==> src/rtl/arp_pkg.sv <==
// Shared types and constants for the ARP reply path (scheduler, request queue, encoder).
// ARP_BEATS depends on SPEED_100M.
package arp_pkg;

  typedef struct packed {
    logic [47:0] tha;
    logic [31:0] tpa;
  } arp_req_t;

  typedef enum logic [1:0] {
    IDLE   = 2'd0,
    ARP_TX = 2'd1,
    APP_TX = 2'd2,
    GAP    = 2'd3
  } state_t;

  // Encoder beats per reply; the 100M datapath is half as wide.
`ifdef SPEED_100M
  localparam int ARP_BEATS = 56;
`else
  localparam int ARP_BEATS = 28;
`endif

  localparam logic [15:0] ARP_HTYPE_ETH  = 16'h0001;
  localparam logic [15:0] ARP_PTYPE_IPV4 = 16'h0800;
  localparam logic [7:0]  ARP_HLEN       = 8'd6;
  localparam logic [7:0]  ARP_PLEN       = 8'd4;
  localparam logic [15:0] ARP_OPER_REPLY = 16'h0002;

endpackage

==> src/rtl/arp_req_fifo.sv <==
// Circular buffer of pending ARP reply requests.
// With ARP_DEDUP_EN it also reports which occupied entries hold a given tpa.
module arp_req_fifo
  import arp_pkg::*;
#(
  parameter int DEPTH = 4
) (
  input  logic             clk,
  input  logic             rst_n,
  input  logic             push,
  input  logic             pop,
  input  arp_req_t         data,
`ifdef ARP_DEDUP_EN
  input  logic [31:0]      match_tpa,
  output logic [DEPTH-1:0] tpa_match,
`endif
  output logic             full,
  output logic             empty,
  output arp_req_t         head
);

  localparam int AW = $clog2(DEPTH);

  arp_req_t        mem [DEPTH];
  logic [AW-1:0]   wr_ptr;
  logic [AW-1:0]   rd_ptr;
  logic [AW:0]     count;

  // The caller only pushes when not full and only pops when not empty.
  always_ff @(posedge clk or negedge rst_n) begin
    if (!rst_n) begin
      wr_ptr <= '0;
      rd_ptr <= '0;
      count  <= '0;
    end else begin
      if (push) wr_ptr <= wr_ptr + 1'b1;
      if (pop)  rd_ptr <= rd_ptr + 1'b1;
      case ({push, pop})
        2'b10:   count <= count + 1'b1;
        2'b01:   count <= count - 1'b1;
        default: count <= count;
      endcase
    end
  end

  always_ff @(posedge clk) begin
    if (push) mem[wr_ptr] <= data;
  end

  assign full  = (count == (AW+1)'(DEPTH));
  assign empty = (count == '0);
  assign head  = mem[rd_ptr];

`ifdef ARP_DEDUP_EN
  logic [AW-1:0] offset;

  // An entry is occupied when its distance from the read pointer is below count.
  always_comb begin
    tpa_match = '0;
    offset    = '0;
    for (int i = 0; i < DEPTH; i++) begin
      offset       = AW'(i) - rd_ptr;
      tpa_match[i] = ({1'b0, offset} < count) && (mem[i].tpa == match_tpa);
    end
  end
`endif

endmodule

==> src/rtl/arp_tx_scheduler.sv <==
// Queues ARP reply requests, runs the encoder for one reply at a time and shares the
// TX path round-robin with the application source. Optional ARP_DEDUP_EN drops repeat tpas.
module arp_tx_scheduler
  import arp_pkg::*;
#(
  parameter int QUEUE_DEPTH = 4,
  parameter int IFG_CYCLES  = 12
) (
  input  logic        clk,
  input  logic        rst_n,
  input  logic        arp_req_valid,
  input  logic [47:0] arp_req_tha,
  input  logic [31:0] arp_req_tpa,
  output logic        arp_req_ready,
  output logic        enc_en,
  output logic [47:0] enc_tha,
  output logic [31:0] enc_tpa,
  input  logic        app_req,
  output logic        app_gnt,
  input  logic        app_done,
  output logic        tx_sel,
  output logic        tx_busy,
  output logic [15:0] drop_cnt
);

  localparam int BEAT_W = $clog2(ARP_BEATS);
  localparam int GAP_W  = $clog2(IFG_CYCLES + 1);

  state_t           state;
  state_t           state_nxt;
  logic             last_arp;
  logic [BEAT_W-1:0] beat_cnt;
  logic [GAP_W-1:0] gap_cnt;
  logic             last_beat;
  logic             gap_done;
  logic             pick_arp;
  logic             fifo_full;
  logic             fifo_empty;
  logic             fifo_push;
  logic             fifo_pop;
  arp_req_t         fifo_head;
  arp_req_t         push_data;

  // arp_req handshake: a request transfers on valid && ready; ready depends only on
  // the registered queue occupancy, never on a same-cycle pop.
  assign arp_req_ready  = !fifo_full;
  assign push_data.tha  = arp_req_tha;
  assign push_data.tpa  = arp_req_tpa;
  assign fifo_pop       = last_beat;

`ifdef ARP_DEDUP_EN
  logic [QUEUE_DEPTH-1:0] tpa_match;
  assign fifo_push = arp_req_valid && !fifo_full && !(|tpa_match);
`else
  assign fifo_push = arp_req_valid && !fifo_full;
`endif

  arp_req_fifo #(.DEPTH(QUEUE_DEPTH)) u_fifo (
    .clk       (clk),
    .rst_n     (rst_n),
    .push      (fifo_push),
    .pop       (fifo_pop),
    .data      (push_data),
`ifdef ARP_DEDUP_EN
    .match_tpa (arp_req_tpa),
    .tpa_match (tpa_match),
`endif
    .full      (fifo_full),
    .empty     (fifo_empty),
    .head      (fifo_head)
  );

  assign last_beat = (state == ARP_TX) && (beat_cnt == BEAT_W'(ARP_BEATS - 1));
  assign gap_done  = (state == GAP) && (gap_cnt == GAP_W'(IFG_CYCLES - 1));
  // On a tie the side not served last wins.
  assign pick_arp  = !fifo_empty && (!app_req || !last_arp);

  always_ff @(posedge clk or negedge rst_n) begin
    if (!rst_n) state <= IDLE;
    else        state <= state_nxt;
  end

  always_comb begin
    state_nxt = state;
    case (state)
      IDLE:    if (!fifo_empty || app_req) state_nxt = pick_arp ? ARP_TX : APP_TX;
      ARP_TX:  if (last_beat) state_nxt = GAP;
      APP_TX:  if (app_done) state_nxt = GAP;
      GAP:     if (gap_done) state_nxt = IDLE;
      default: state_nxt = IDLE;
    endcase
  end

  always_comb begin
    enc_en  = (state == ARP_TX);
    app_gnt = (state == APP_TX);
    tx_busy = (state != IDLE);
  end

  always_ff @(posedge clk or negedge rst_n) begin
    if (!rst_n) begin
      beat_cnt <= '0;
      gap_cnt  <= '0;
      last_arp <= 1'b0;
      tx_sel   <= 1'b0;
      enc_tha  <= '0;
      enc_tpa  <= '0;
      drop_cnt <= '0;
    end else begin
      beat_cnt <= (state == ARP_TX && !last_beat) ? beat_cnt + 1'b1 : '0;
      gap_cnt  <= (state == GAP && !gap_done) ? gap_cnt + 1'b1 : '0;
      if (last_beat)                   last_arp <= 1'b1;
      else if (app_gnt && app_done)    last_arp <= 1'b0;
      if (state == IDLE && state_nxt == ARP_TX) begin
        tx_sel  <= 1'b0;
        enc_tha <= fifo_head.tha;
        enc_tpa <= fifo_head.tpa;
      end else if (state == IDLE && state_nxt == APP_TX) begin
        tx_sel  <= 1'b1;
      end
      if (arp_req_valid && fifo_full && drop_cnt != 16'hFFFF)
        drop_cnt <= drop_cnt + 1'b1;
    end
  end

endmodule

==> config.mk <==
export PLATFORM = sky130hd
export DESIGN_NAME = arp_tx_scheduler
export DESIGN_NICKNAME = d
export VERILOG_FILES = /design/src/rtl/arp_pkg.sv /design/src/rtl/arp_req_fifo.sv /design/src/rtl/arp_tx_scheduler.sv
export SDC_FILE = /design/constraint.sdc
export NUM_CORES = 1
export LEC_CHECK = 0
export CAP_MARGIN = 20
export CORE_MARGIN = 2
export CORE_UTILIZATION = 55
export DETAILED_ROUTE_END_ITERATION = 8
export PLACE_DENSITY = 0.77
export SKIP_CTS_REPAIR_TIMING = 1
export SYNTH_ARGS = -nofsm -noshare
export SYNTH_HDL_FRONTEND = slang
export SYNTH_HIERARCHICAL = 1
export SYNTH_SLANG_ARGS = --single-unit
==> constraint.sdc <==
create_clock -name clk -period 5.6 [get_ports clk]
set_clock_uncertainty 0.05 [all_clocks]
set_input_delay 0.84 -clock clk [delete_from_list [all_inputs] [get_ports clk]]
set_output_delay 0.84 -clock clk [all_outputs]
set_load 0.01 [all_outputs]
After elaboration in Yosys (flattened, before gate mapping)
Memories as Yosys holds them, arrays and structs flattened. A register that Yosys moved wholly into a read port is not among the register bits.
Cells that the tools add are included.
Widths: inputs -> output; s select.
- reductions and logical operators: 26
- muxes and demuxes: 15
- $add $sub $neg: 7
- equality and inequality tests: 11
- operators with widths (kind ; number):
    $add 16x1->16 const B ; 1
    $ne 16x16->1 const B ; 1
    $logic_and 1x1->1 ; 11
    $mux 2 ; 5
    $eq 2x2->1 const B ; 4
    $pmux 2 s4 ; 1
    $reduce_bool 2->1 ; 4
    $logic_not 1->1 ; 7
    $eq 2x1->1 const B ; 3
    $mux 1 ; 6
    $pmux 3 s2 ; 1
    $add 5x1->5 const B ; 1
    $eq 5x5->1 const B ; 1
    $mux 5 ; 1
    $add 2x1->2 const B ; 2
    $add 4x1->4 const B ; 1
    $eq 4x4->1 const B ; 1
    $mux 4 ; 1
    $add 3x1->3 const B ; 1
    $eq 3x3->1 const B ; 1
    $logic_not 3->1 ; 1
    $sub 3x1->3 const B ; 1
    $logic_not 2->1 ; 1
    $logic_or 1x1->1 ; 2
- memories kept: 1
- flip-flop bits (word level): 36
- output and inout port bits: 101
- logic and storage cells: 69
- input bits: 85
- memory bits (writable): 320
- memories (memory ; words ; bits a word ; rd ports ; clocked after memory_dff ; wr ports ; line ; RTL):
    u_fifo.mem ; 4 ; 80 ; 1 ; 1 ; 1 ; arp_req_fifo.sv:24 ; arp_req_t mem [DEPTH];

Longest topological paths before layout
Gate-level depths: netlist of the first run.
- depth in word-level cells: 10
- mapped depth: 10
- gate-level depth less buffers: 10

Modules after synthesis
Netlist of the first run, hierarchy kept.
- modules (own cells, without submodules) (module ; seq. area each (um^2) ; cells each ; instances ; area each (um^2)):
    arp_req_fifo ; 9784.4 ; 454 ; 1 ; 12026.5
    arp_tx_scheduler ; 2727.6 ; 294 ; 1 ; 4370.4

Least setup slack after synthesis of the first run
No wires, ideal clock.
- path kind: input to register
- start point: input arp_req_valid
- end point: memory u_fifo/mem[1][0] (netlist name), enable pin
- arrival: 3085 ps
- cell stages on the path: 2
- path buffers: 0
- path slack: 2017 ps
- cell sequence: nor2b_1 -> and2_1
- cells in the longest elaborated chain, start to end: 3
- RTL lines (item ; line ; RTL):
    start: declaration ; arp_tx_scheduler.sv:11 ; input logic arp_req_valid,
    $logic_and 1x1->1 ; arp_tx_scheduler.sv:55 ; assign fifo_push = arp_req_valid && !fifo_full;
    $mux 1 ; arp_req_fifo.sv:47 ; if (push) mem[wr_ptr] <= data;
    $mux 1 (implied by the code) ; arp_req_fifo.sv:47 ;
    end: declaration ; arp_req_fifo.sv:24 ;
No other way between the ends.

Final worst setup path of the first run
- start point: input arp_req_valid
- end point: memory u_fifo/mem[0][77] (netlist name), enable pin
- cells in the longest elaborated chain, start to end: 3
- RTL lines (item ; line ; RTL):
    $logic_and 1x1->1 ; arp_tx_scheduler.sv:55 ;
    named net fifo_push ; arp_tx_scheduler.sv:39 ; logic fifo_push;
    $mux 1 ; arp_req_fifo.sv:47 ;
    $mux 1 (implied by the code) ; arp_req_fifo.sv:47 ;
The timed path passes the listed nets, and every way through them passes these cells.

==> results.yml, run 1 <==
place:
  hpwl_um: 18100
  placed_area_mm2: 0.0185
  gp_congestion: 0.749
  port_buffers: 185
  pre_cts_slack_ns: 2.01
timing:
  fin_ws_ns: 2.53
  slew_headroom_pct: 33.0
  hold_violations: 0
  timing.fmax_mhz: 326
  rsz0062_at_grt: "no"
  worst-slew-pin-transition_ns: 1.00
  setup_viol: 0
  slew_violations: 0
  period_needed_ns: 3.07
  fin_crit_sh_pct: 54.8
  tns_ns: 0
worst_setup_path:
  crit_buf_inv: 2
  critPathMaxFanout: 64
  startpoint_type: "input pin"
  critical-path-top-delay-family: "simple AND/OR/NAND/NOR gates"
  cp_data_arrival_time_ns: 3.22
  crit_chain: "clkdlybuf4s50_1 -> nor2b_1 -> and2_4 -> buf_4"
  max_stage_delay_ns: 0.88
  worstPathRequired_ns: 5.75
  cp-end-kind: "flip-flop"
  critPathKind: "input pin to flip-flop"
  cpMaxStageDelayCell: "and2_4"
yosys:
  avgSynthCellArea_um2: 21.9
  synth_mux_area_share_pct: 16.7
  synth_edf_count: 320
  synth_fa_ha_area_share_pct: 0.733
  synth_nets: 842
  synth_cell_type_count: 43
  synth_top_cell_area_share_pct: 58.6
  synth-seq-cells: 436
  synth_ff_type: "edfxtp_1"
  synth_top_cell_by_area: "edfxtp_1"
  ys_warn_count: 6
  synth.cell_area_mm2: 0.0164
  synth_compound_area_share_pct: 0.710
  synth.area.top_cells: "edfxtp_1 59%, dfrtp_1 18%, mux4_2 11%"
  synthArstFlopShare_pct: 26.6
  yosys.area_share.simple_pct: 2.33
  synth_top_family_by_area: "multiplexers"
  synthCells: 748
  synth_xor_area_share_pct: 1.12
  yosysSeqAreaShare_pct: 76.3
final_layout:
  nNetsFinal: 1055
  layout_common_cells: "320 x edfxtp_1, 184 x clkdlybuf4s50_1, 114 x dfrtp_1, 79 x mux4_2, 75 x mux2_2"
  stdcell_area_mm2: 0.0199
  drive_gt1_share_pct: 23.5
  layout_commonest_cell: "edfxtp_1"
  area.growth.synth_to_final_pct: 21.2
  nFillCells: 1909
route:
  num_vias: 7703
  ant_nets: 0
  drc: 0
  drt_first_iter_violations: 666
  finalWirelength_um: 30200
  wire_per_inst_um: 21.8
  firstDrtPassIters: 5
  viasPerCell: 5.56
global_routing:
  grt_overflow_total: 0
  grt_pass1_wl_um: 46900
  grtUsageTotal_pct: 20.0
  grt_pass1_vias: 8228
  antenna_found_initial: 2
  grt_max_degree: 81
pwr:
  power_w: 0.00906
  p_per_area_mw_per_mm2: 456
  vdd_drop_max_mv: 0.347
  p_leak_nw: 7.10
clock_tree:
  path_clk_slew_ns: 0.06
  cts_made_buffers: 42
  cts_root_buffer: "clkbuf_16"
  cts_tree: "built"
  clkSinkCount: 436
  cts_max_level: 2
  cts_buffer_depth: 3
  insertion_delay_ns: 0.53
floorplanning:
  core_mm2: 0.0295
  initial_core_util_pct: 55.6
  row_count: 63
  die_area_mm2: 0.0312
  die_h_um: 177
  chipWidth_um: 177
  top_level_ports: 186
job:
  max_cap_violations: 0
outcome:
  status: "complete, no violations"
worst_hold_path:
  holdCritPathClass: "input pin to async pin"
-- layer usage --
layer / vias up / part of all wire, % / global-route usage, % / wire [um]
li1: 3429 / - / - / -
met1: 4010 / 43 / 28.5 / 12900
met2: 225 / 50 / 32.1 / 15000
met3: 39 / 5.8 / 4.08 / 1760
met4: 0 / 1.7 / 5.03 / 505
met5: - / 0 / 0 / 0
-- final timing paths --
path	startpoint	to	slack, ns	cells past startpoint
worst min-delay path	rst_n	enc_tha[19]$_DFFE_PN0P_	0.25	1
worst max register to register	u_fifo/count[1]$_DFFE_PN0P_	u_fifo/mem[0][77]$_DFFE_PP_	2.74	5
max in group asynchronous	rst_n	enc_tpa[17]$_DFFE_PN0P_	4.13	2
worst max-delay path	arp_req_valid	u_fifo/mem[0][77]$_DFFE_PP_	2.53	4
worst min register to register	gap_cnt[0]$_DFF_PN0_	gap_cnt[0]$_DFF_PN0_	0.40	1
min in group clk	gap_cnt[0]$_DFF_PN0_	gap_cnt[0]$_DFF_PN0_	0.40	1
-- Yosys cell counts (all sizes together) (2+ instances only) --
cell    number
nand2       12
and3         3
nand4b       2
nand4        5
inv         10
mux4        80
ha           8
edfxtp     320
xor2        16
and2         4
o21ai        5
nor3         5
mux2        82
nor4         4
dfrtp      116
a21oi        2
buf         26
nor3b        2
nand3        8
xnor2        5
nor4b        2
nor2        15
nor2b        2
-- through the flow --
| step | std cells | utilization [%] | hold slack [ns] |
|---|---|---|---|
| after CTS | 1384 | 67.4 | 0.284 |
| after detailed placement | 1307 | 62.9 | 0.401 |
| after floorplan | 748 | - | 0.381 |
| final | 1386 | 67.4 | 0.254 |
| after global routing | 1385 | 67.4 | 0.309 |
| after global placement | 1307 | 62.9 | 0.401 |
-- logic make-up after synthesis --
family / count (synthesis)
flip-flops: 436
AND/OR/NAND/NOR: 68
adder cells (fa/ha/maj): 9
buffers and inverters: 36
AO/OA/AOI/OAI: 15
XOR/XNOR: 21
multiplexers: 163
-- where the power goes --
group / total (W) / switching [W] / internal [W]
logic: 0.00173 / 0.000788 / 0.000940
clock network: 0.00271 / 0.00112 / 0.00159
registers: 0.00463 / 0.000316 / 0.00431
-- flip-flops by register name, indices dropped and copies added, names as in the netlist --
signal and cells:
beat_cnt 5, drop_cnt 16, enc_tha 48, enc_tpa 32, gap_cnt 4, last_arp 1, state 2, tx_sel 1
u_fifo/count 3, u_fifo/mem 320, u_fifo/rd_ptr 2, u_fifo/wr_ptr 2
-- worst register-to-register path, delay by kind of cell, from the launching register on --
kind	cells	cell delay (ns)
buf+inv	2	0.57
flops	1	0.35
simple gates	3	1.55
-- layout make-up --
class                   instances  area [um^2]  share of cell area, %
multi-input cells             276         3550                   17.9
well taps                     390          488                   2.46
clock inverters                18          134                  0.674
flip-flops and latches        436        12500                   63.0
repair buffers                195         1940                   9.76
inverters                      10         37.5                  0.189
diodes                          2         5.00                 0.0252
clock buffers                  59         1200                   6.03
(Power assumes the default switching activity.)
==> inputs of run 2 (changes only) <==
==> constraint.sdc (replaced) <==
create_clock -name clk -period 2.9 [get_ports clk]
set_clock_uncertainty 0.05 [all_clocks]
set_input_delay 0.435 -clock clk [delete_from_list [all_inputs] [get_ports clk]]
set_output_delay 0.435 -clock clk [all_outputs]
set_load 0.01 [all_outputs]
==> results.yml, run 2 (synthesis gave the netlist of run 1 again) <==
final_layout:
  layout_commonest_cell: "edfxtp_1"
  multi_input_comb_area_mm2: 0.00355
  layout_common_cells: "320 x edfxtp_1, 184 x clkdlybuf4s50_1, 114 x dfrtp_1, 79 x mux4_2, 75 x mux2_2"
  largest_reg_flops: 320
  nNetsFinal: 1068
  largest-register: "u_fifo/mem"
  reg_top3: "u_fifo/mem: 320 flops, enc_tha: 48 flops, enc_tpa: 32 flops"
  stdcell_area_mm2: 0.0202
  seqCellArea_mm2: 0.0125
  area.growth.synth_to_final_pct: 23.0
  nFillCells: 1879
  drive_gt1_share_pct: 24.5
floorplanning:
  core_mm2: 0.0295
  die_area_mm2: 0.0312
  initial_core_util_pct: 55.6
  chipWidth_um: 177
  top_level_ports: 186
  die_h_um: 177
  row_count: 63
global_routing:
  grt_overflow_total: 0
  grtUsageTotal_pct: 19.6
  antenna_found_initial: 2
  grt_pass1_wl_um: 46100
  grt_max_degree: 83
  grt_pass1_vias: 8155
route:
  num_vias: 7794
  ant_nets: 0
  wire_per_inst_um: 21.2
  drc: 0
  firstDrtPassIters: 4
  finalWirelength_um: 29700
  viasPerCell: 5.57
  drt_first_iter_violations: 552
timing:
  fin_crit_sh_pct: 82.9
  tns_ns: 0
  hold_violations: 0
  slew_violations: 0
  rsz0062_at_grt: "no"
  setup_viol: 0
  slew_headroom_pct: 57.8
  fin_ws_ns: 0.495
  worst-slew-pin-transition_ns: 0.626
  holdWs_ns: 0.397
  period_needed_ns: 2.40
  timing.fmax_mhz: 416
place:
  port_buffers: 185
  gp_congestion: 0.719
  placed_area_mm2: 0.0187
  pre_cts_slack_ns: 0.462
  hpwl_um: 17100
pwr:
  clkPwrFrac_pct: 30.5
  p_int_w: 0.0135
  p_switching_w: 0.00436
  p_per_area_mw_per_mm2: 884
  switching_share_pct: 24.5
  power_frac_comb_pct: 19.7
  vdd_drop_max_mv: 0.728
  seqPwrFrac_pct: 49.8
  p_leak_nw: 7.23
worst_setup_path:
  critPathKind: "flip-flop to output port"
  cp-end-kind: "output port"
  max_stage_delay_ns: 0.55
  critPathMaxFanout: 7
  cp_data_arrival_time_ns: 1.92
  crit_buf_inv: 2
  cpMaxStageDelayCell: "clkdlybuf4s50_1"
  worstPathRequired_ns: 2.41
  startpoint_type: "flip-flop"
  critical-path-top-delay-family: "buffers and inverters"
  crit_chain: "nand2b_1 -> inv_1 -> clkdlybuf4s50_1"
clock_tree:
  clkSinkCount: 436
  cts_buffer_depth: 3
  cts_max_level: 2
  cts_tree: "built"
  cts_made_buffers: 44
  insertion_delay_ns: 0.53
  path_clk_slew_ns: 0.06
  cts_root_buffer: "clkbuf_16"
worst_hold_path:
  holdCritPathClass: "input pin to async pin"
outcome:
  status: "complete, no violations"
job:
  max_cap_violations: 0
[run 2: changes by cell type in the layout (fill, tap and decap cells not counted), moves of 2 or more]
cell       before  now
buf_12          1   12
clkinv_1        7    4
bufinv_16       2    4
clkbuf_1       12   15
[run 2: power groups by stage]
stage,sequential [W],clock [W],combinational [W]
6_report,0.00889,0.00543,0.00351
5_1_grt,0.00903,0.00582,0.00376
4_1_cts,0.00891,0.00556,0.00358
3_5_place_dp,0.00900,0,0.00357
3_3_place_gp,0.00894,0,0.00348
2_1_floorplan,0.00914,0,0.00133
[run 2: worst paths after layout]
path                                        startpoint                          end  slack, ns  cells past startpoint
setup / recovery                    state[1]$_DFF_PN0_                       enc_en       0.50                      3
hold / removal                                   rst_n      enc_tha[20]$_DFFE_PN0P_       0.40                      2
setup reg to reg           u_fifo/count[0]$_DFFE_PN0P_  u_fifo/count[2]$_DFFE_PN0P_       0.68                     11
hold reg to reg                  beat_cnt[0]$_DFF_PN0_        beat_cnt[0]$_DFF_PN0_       0.41                      1
max in group asynchronous                        rst_n      enc_tpa[28]$_DFFE_PN0P_       1.75                      3
min in group clk                 beat_cnt[0]$_DFF_PN0_        beat_cnt[0]$_DFF_PN0_       0.41                      1
[run 2: through the flow]
stage | std cells | total power [W] | util [%]
after CTS | 1397 | 0.0181 | 68.3
after detailed placement | 1317 | 0.0126 | 63.6
after floorplan | 748 | 0.0105 | -
final | 1400 | 0.0178 | 68.4
after global routing | 1399 | 0.0186 | 68.4
after global placement | 1317 | 0.0124 | 63.6
[run 2: final cells by class]
cell class	instances	area share, %
sequential	436	62.1
antenna	2	0.0248
timing repair buffer	206	10.7
multi-input combinational	276	17.6
inverter	10	0.186
tap	390	2.42
clock buffer	62	5.94
clock inverter	18	0.993
[run 2: worst register-to-register path: cells and delay by family, from the launching register on]
family / cells / cell delay (ns)
adder cells (fa/ha/maj): 2 / 0.55
AND/OR/NAND/NOR: 3 / 0.43
buffers and inverters: 4 / 0.39
XOR/XNOR: 2 / 0.31
flip-flops: 1 / 0.41
[run 2: routing by layer]
layer  global-route usage, %  routed length [um]
met2                    33.5               15200
met3                    4.60                1790
met5                       0                   0
met1                    25.9               12200
met4                    4.79                 514
